==> config.mk <==
export PLATFORM = sky130hd
export DESIGN_NAME = cache_fill_fsm
export DESIGN_NICKNAME = d
export VERILOG_FILES = /design/src/rtl/cache_fill_fsm.sv
export SDC_FILE = /design/constraint.sdc
export NUM_CORES = 1
export LEC_CHECK = 0
export CORE_MARGIN = 8
export CORE_UTILIZATION = 30
export DETAILED_ROUTE_END_ITERATION = 8
export PLACE_DENSITY_LB_ADDON = 0.05
export SYNTH_ARGS = -nofsm -noshare
export SYNTH_HDL_FRONTEND = slang
export SYNTH_SLANG_ARGS = --single-unit
==> constraint.sdc <==
create_clock -name clk -period 2.7 [get_ports clk]
set_input_delay 0.27 -clock clk [delete_from_list [all_inputs] [get_ports clk]]
set_output_delay 0.27 -clock clk [all_outputs]
set_load 0.01 [all_outputs]
==> src/rtl/cache_fill_fsm.sv <==
// Cache miss handler: fetches a whole block from main memory, streams each word into
// the data array, then pulses the tag write one cycle after the last data write.
module cache_fill_fsm #(
    parameter int ADDR_WIDTH      = 16,
    parameter int WORDS_PER_BLOCK = 8,
    parameter int OFFSET_BITS     = 4
) (
    input  logic                  clk,
    input  logic                  rst,
    input  logic                  miss_detected,
    input  logic [ADDR_WIDTH-1:0] miss_address,
    input  logic [15:0]           memory_data,
    input  logic                  memory_data_valid,
    output logic                  fsm_busy,
    output logic                  memory_read_en,
    output logic [ADDR_WIDTH-1:0] memory_address,
    output logic                  write_data_array,
    output logic [ADDR_WIDTH-1:0] cache_fill_addr,
    output logic [15:0]           cache_fill_data,
    output logic                  write_tag_array
);

    localparam int IW = $clog2(WORDS_PER_BLOCK);
    localparam int CW = IW + 1;
    localparam int BW = ADDR_WIDTH - OFFSET_BITS;
    localparam logic [CW-1:0] FULL = CW'(WORDS_PER_BLOCK);
    localparam logic [CW-1:0] LAST = CW'(WORDS_PER_BLOCK - 1);

    typedef enum logic [1:0] {IDLE, FILL, TAG} state_t;

    state_t          state;
    logic [BW-1:0]   blk;
    logic [CW-1:0]   req_cnt;
    logic [CW-1:0]   rcv_cnt;
    logic [CW-1:0]   req_nxt;
    logic            unused_offset;

    assign req_nxt       = req_cnt + CW'(1);
    assign unused_offset = ^miss_address[OFFSET_BITS-1:0];

    always_ff @(posedge clk or posedge rst) begin
        if (rst) begin
            state           <= IDLE;
            blk             <= '0;
            req_cnt         <= '0;
            rcv_cnt         <= '0;
            fsm_busy        <= 1'b0;
            memory_read_en  <= 1'b0;
            memory_address  <= '0;
            write_tag_array <= 1'b0;
        end else begin
            case (state)
                IDLE: begin
                    write_tag_array <= 1'b0;
                    if (miss_detected) begin
                        blk            <= miss_address[ADDR_WIDTH-1:OFFSET_BITS];
                        req_cnt        <= '0;
                        rcv_cnt        <= '0;
                        fsm_busy       <= 1'b1;
                        memory_read_en <= 1'b1;
                        memory_address <= {miss_address[ADDR_WIDTH-1:OFFSET_BITS], {OFFSET_BITS{1'b0}}};
                        state          <= FILL;
                    end
                end
                FILL: begin
                    // Outputs are registered, so the next request is prepared one edge ahead.
                    if (req_cnt < FULL) begin
                        req_cnt        <= req_nxt;
                        memory_read_en <= (req_nxt < FULL);
                        memory_address <= {blk, req_nxt[IW-1:0], 1'b0};
                    end
                    if (memory_data_valid) begin
                        rcv_cnt <= rcv_cnt + CW'(1);
                        if (rcv_cnt == LAST) begin
                            memory_read_en  <= 1'b0;
                            write_tag_array <= 1'b1;
                            state           <= TAG;
                        end
                    end
                end
                TAG: begin
                    write_tag_array <= 1'b0;
                    fsm_busy        <= 1'b0;
                    memory_address  <= '0;
                    state           <= IDLE;
                end
                default: state <= IDLE;
            endcase
        end
    end

    // Data writes follow the memory valid directly; the tag write lands one cycle later.
    assign write_data_array = (state == FILL) && memory_data_valid;
    assign cache_fill_data  = memory_data;

    always_comb begin
        cache_fill_addr = '0;
        if (state == FILL)
            cache_fill_addr = {blk, rcv_cnt[IW-1:0], 1'b0};
        else if (state == TAG)
            cache_fill_addr = {blk, {OFFSET_BITS{1'b0}}};
    end

endmodule

Word-level counts from Yosys, hierarchy flattened
Cells that the tools add are included.

Add/subtract/negate cells: 2. Order comparisons: 2. Equal/unequal tests: 7. Multiplexer cells: 23. Reduce and logical (&&, ||, !) cells: 15.

Operator list (count): 16-bit two-way mux (4); 16-bit one-hot mux with 3 select lines (1); 4-bit one-hot mux with 2 select lines (2); 3-bit AND reduction (5); 4-bit two-way mux (3); 4-bit by 1-bit adder with 4-bit output, second input constant (2); 4-bit less-than comparator, second input constant (2); 2-bit != test, second input constant (4); 1-bit two-way mux (6); 2-bit two-way mux (3); 1-bit one-hot mux with 2 select lines (3); 2-bit AND reduction (3); 2-bit nonzero test (3); 4-bit by 3-bit equality test with 1-bit output, second input constant (1); 2-bit one-hot mux with 2 select lines (1); 3-bit nonzero test (1); 2-bit by 1-bit equality test with 1-bit output, second input constant (1); 2-bit equality test, second input constant (1); 2-bit zero test (1); 2-bit OR reduction (1); 1-bit logical AND (1).

Register bits after elaboration: 41. Bits of input ports: 36. Output and inout port bits: 52. Logic and storage cells: 57.

Logic depth before layout (Yosys ltp)
Word-level depth: 6. Mapped depth: 7. Mapped depth without buffers: 5.

Worst setup path after synthesis
Ideal clock, no wire load.

Kind: register to register. Start: reg state[0]. End: reg rcv_cnt[3]. Setup time: 69 ps. Arrival time: 1590 ps. Required time: 2631 ps. Setup slack: 1041 ps. Cell stages (with the launch flop): 8. Buffers on the path: 2. Period minus slack after synthesis: 1659 ps. Cell sequence: dfrtp_1 > inv_1 > ha_1 > buf_6 > nor2b_4 > buf_6 > or4b_1 > nand3_1.

Longest elaborated chain between the ends: 3. Elaborated cells on any way between the ends: 7. Classes of those cells: eq/ne: 3; mux: 1; reduce/logical: 3.

RTL lines: start: declaration (line 31) `state_t state;`; start signal: assignment (line 43) `state <= IDLE;`; start signal: assignment (line 62) `state <= FILL;`; start signal: assignment (line 77) `state <= TAG;`; 2-bit by 1-bit equality test with 1-bit output or 2-bit zero test (tied branches) (line 52) `case (state)`; 2-bit != test (no source line) or 2-bit nonzero test (tied branches); 3-bit AND reduction (no source line); end signal: assignment (line 73) `rcv_cnt <= rcv_cnt + CW'(1);`; end: declaration (line 34) `logic [CW-1:0] rcv_cnt;`.

Parallel ways exist; a longest one is shown, timed or not. A chain may end at the register's enable or synchronous reset.

Worst setup path in the final report
Start: reg state[1]. End: out cache_fill_addr[3].

Longest elaborated chain between the ends: 2.

RTL lines: 2-bit by 1-bit equality test with 1-bit output (line 98) `if (state == FILL)`; 16-bit two-way mux (line 98); end: declaration (line 18) `output logic [ADDR_WIDTH-1:0] cache_fill_addr,`.

Every way passes these cells.

==> impl_metrics.toml <==
[global_route]
overflow = 0
grt_first_pass_wirelength_mm = 9.018
grt_max_degree = 41
first_global_vias = 1819
antenna_found_initial = 0
grt_usage = 0.1110

[floorplan]
io_pins = 88
die_w_microns = 102.3
core-area_sq_mm = 0.007253
die_area_sq_mm = 0.01047
fp-row-count = 31
die_y_microns = 102.3
initial_utilization = 0.3083

[power_and_ir_drop]
p_leak_nw = 1.187
p_sw_mw = 1.042
clkPwrFrac = 0.142
ir_drop_mv = 0.3516
pwr-share-comb = 0.490
switching_share = 0.3798
pwr-share-seq = 0.368
p_int_mw = 1.701
p_per_area_mw_per_mm2 = 1001

[synth]
synth_fa_ha_area_frac = 0.03917
synthFlopType = "dfrtp_1"
syn_avg_cell_area_sq_um = 9.434
yosys.area_share.xor_xnor = 0.003917
synth_compound_area_frac = 0.1270
synth_edf_count = 0
synth.largest_area_cell = "dfrtp_1"
yosysUniqueCellTypes = 36
netlist_area_sq_mm = 0.002236
yosysWarningCount = 0
synth_area_leaders = "dfrtp_1, o21ai_0, buf_4, mux2_1, ha_1"
yosysMostFrequentCell = "dfrtp_1"
ys_seq_elements = 40
synthCells = 237
yosysSeqAreaShare = 0.4477
synthArstFlopShare = 1.000
yosys.area_share.simple = 0.1679
post-synth-top-area-fraction = 0.4477
synth_mux_area_frac = 0.08394
synth_top_family_by_area = "simple AND/OR/NAND/NOR gates"
synth_common_cells = "dfrtp_1, o21ai_0, nand2_1"

[route]
vias = 1595
wl_met3_microns = 360
wl_met1_mm = 2.476
wl_per_cell_microns = 14.19
antenna_left = 0
dr_wl_met2_mm = 2.279
wirelength_mm = 5.166
top_layer = "met4"
first_pass_iters = 4
detail_route.vias_per_cell = 4.382
first_iter_violations = 58
drc = 0

[placed_design]
pre_cts_ws_ns = 0.2383
port_buffers = 49
gp_congestion = 0.6723
dp_hpwl_mm = 3.389

[clocking]
clk_latency_ns = 0.29
cts.sinks = 40
clockRootBuffer = "clkbuf_8"
postCtsResizedCells = 1
clockBufferDepth = 2
htree_levels = 2
tritoncts = "yes"
path_clk_slew_ns = 0.08
hold_buffers = 0
postCtsSetupRepairBufs = 0
cts_buffers = 5

[sta]
hold_viol = 0
holdWs_ns = 0.4175
setup_violations = 0
timing.fmax_mhz = 410.1
min_period_ns = 2.439
tightest_slew_ns = 0.7546
post-route-period-util = 0.9032
final.setup_skew_ns = 0.006896
drv_slew = 0
rsz0062_at_grt = "false"
tns_ns = 0
worst_slack_ns = 0.2615
relSlewSlack = 0.4957

[layout]
post-route-util = 0.3780
nNetsFinal = 308
diodes = 0
drive_above_1_share = 0.06792
syn_to_final_growth_pct = 22.61

[setup_path]
worstPathRequired_ns = 2.43
cp-end-kind = "primary output"
start_kind = "flip-flop"
r2r_setup_slack_ns = 0.57
timing.rr.end = "memory_address[9]"
max_stage_delay_ns = 0.54
arrival_ns = 2.17
crit_fanout = 38
worstRegToRegCells = 6
path_cells = "inv_1, ha_1, buf_4, and2_1, clkdlybuf4s50_1"
crit_slowest_cell = "clkdlybuf4s50_1"
r2r-start = "state[1]"
crit_type = "flip-flop to primary output"

[run]
cap_viol_max_count = 0

[status]
status = "finished clean"

[min_path]
hold_path_class = "input port to asynchronous set/reset pin"
-- per-stage QoR --
stage	std cells	cell area, sq um	total power [mW]
floorplan	238	2240	1.837
global placement	357	2656	2.386
detailed placement	357	2656	2.391
CTS	364	2736	2.809
global route	364	2741	3.014
finish	364	2741	2.743
-- cell type report --
type	count	area (sq um)
fill	752	4512
sequential	40	1001
multi-input combinational	147	958.4
timing repair buffer	51	505.5
tap	99	123.9
inverter	20	75.07
clock buffer	6	72.57
clock inverter	1	5.005
-- power by group through the flow --
stage | sequential (mW) | combinational, mW | clock [mW]
floorplan | 1.04 | 0.801 | 0
global placement | 1.02 | 1.37 | 0
detailed placement | 1.02 | 1.37 | 0
CTS | 1.01 | 1.38 | 0.416
global route | 1.05 | 1.53 | 0.435
finish | 1.01 | 1.34 | 0.390
-- critical path: cells and delay by family (launching register included) --
family,cells,cell delay [ns]
adder cells (fa/ha/maj),1,0.21
buffers and inverters,3,1.02
flip-flops,1,0.42
AND/OR/NAND/NOR,1,0.21
-- state kept, by name (all words and copies together) (netlist names) --
signal           cells
write_tag_array      1
memory_address      15
rcv_cnt              4
state                2
req_cnt              4
fsm_busy             1
memory_read_en       1
blk                 12
-- worst max path at each step --
stage / startpoint / end
4_1_cts: state[0] / cache_fill_addr[12]
3_3_place_gp: state[0] / cache_fill_addr[10]
6_report: state[1] / cache_fill_addr[3]
2_1_floorplan: state[0] / rcv_cnt[3]
5_1_grt: state[1] / cache_fill_addr[3]
3_5_place_dp: state[0] / cache_fill_addr[9]
-- per-layer routing --
layer / global-route usage / vias up
met5: 0 / -
met4: 0.03386 / 0
met3: 0.04700 / 5
met2: 0.1724 / 39
met1: 0.1356 / 730
li1: - / 821
-- cell usage in the layout, fill, tap and decap left out, types with 2 or more instances in the layout --
| master | count |
|---|---|
| nor2_1 | 3 |
| a22o_1 | 3 |
| clkbuf_8 | 5 |
| o21ai_0 | 31 |
| nor2b_1 | 13 |
| nand3_1 | 16 |
| mux2i_1 | 3 |
| and2_1 | 5 |
| nand2b_1 | 4 |
| clkdlybuf4s50_1 | 49 |
| conb_1 | 2 |
| mux2_1 | 8 |
| inv_1 | 19 |
| a21oi_1 | 6 |
| dfrtp_1 | 40 |
| o21a_1 | 2 |
| buf_4 | 2 |
| ha_1 | 7 |
| nand2_1 | 22 |
| mux2_2 | 6 |
-- cell families (layout without fill, tap and decap cells) --
group / count (synthesis) / in the layout
and+or+nand+nor: 71 / 71
buffers and inverters: 51 / 78
AOI/OAI and AO/OA: 49 / 49
DFF: 40 / 40
muxes: 17 / 17
adders and majority gates: 7 / 7
other: 1 / 2
xor gates and xnor gates: 1 / 1
Power figures use the tool's default switching activity.
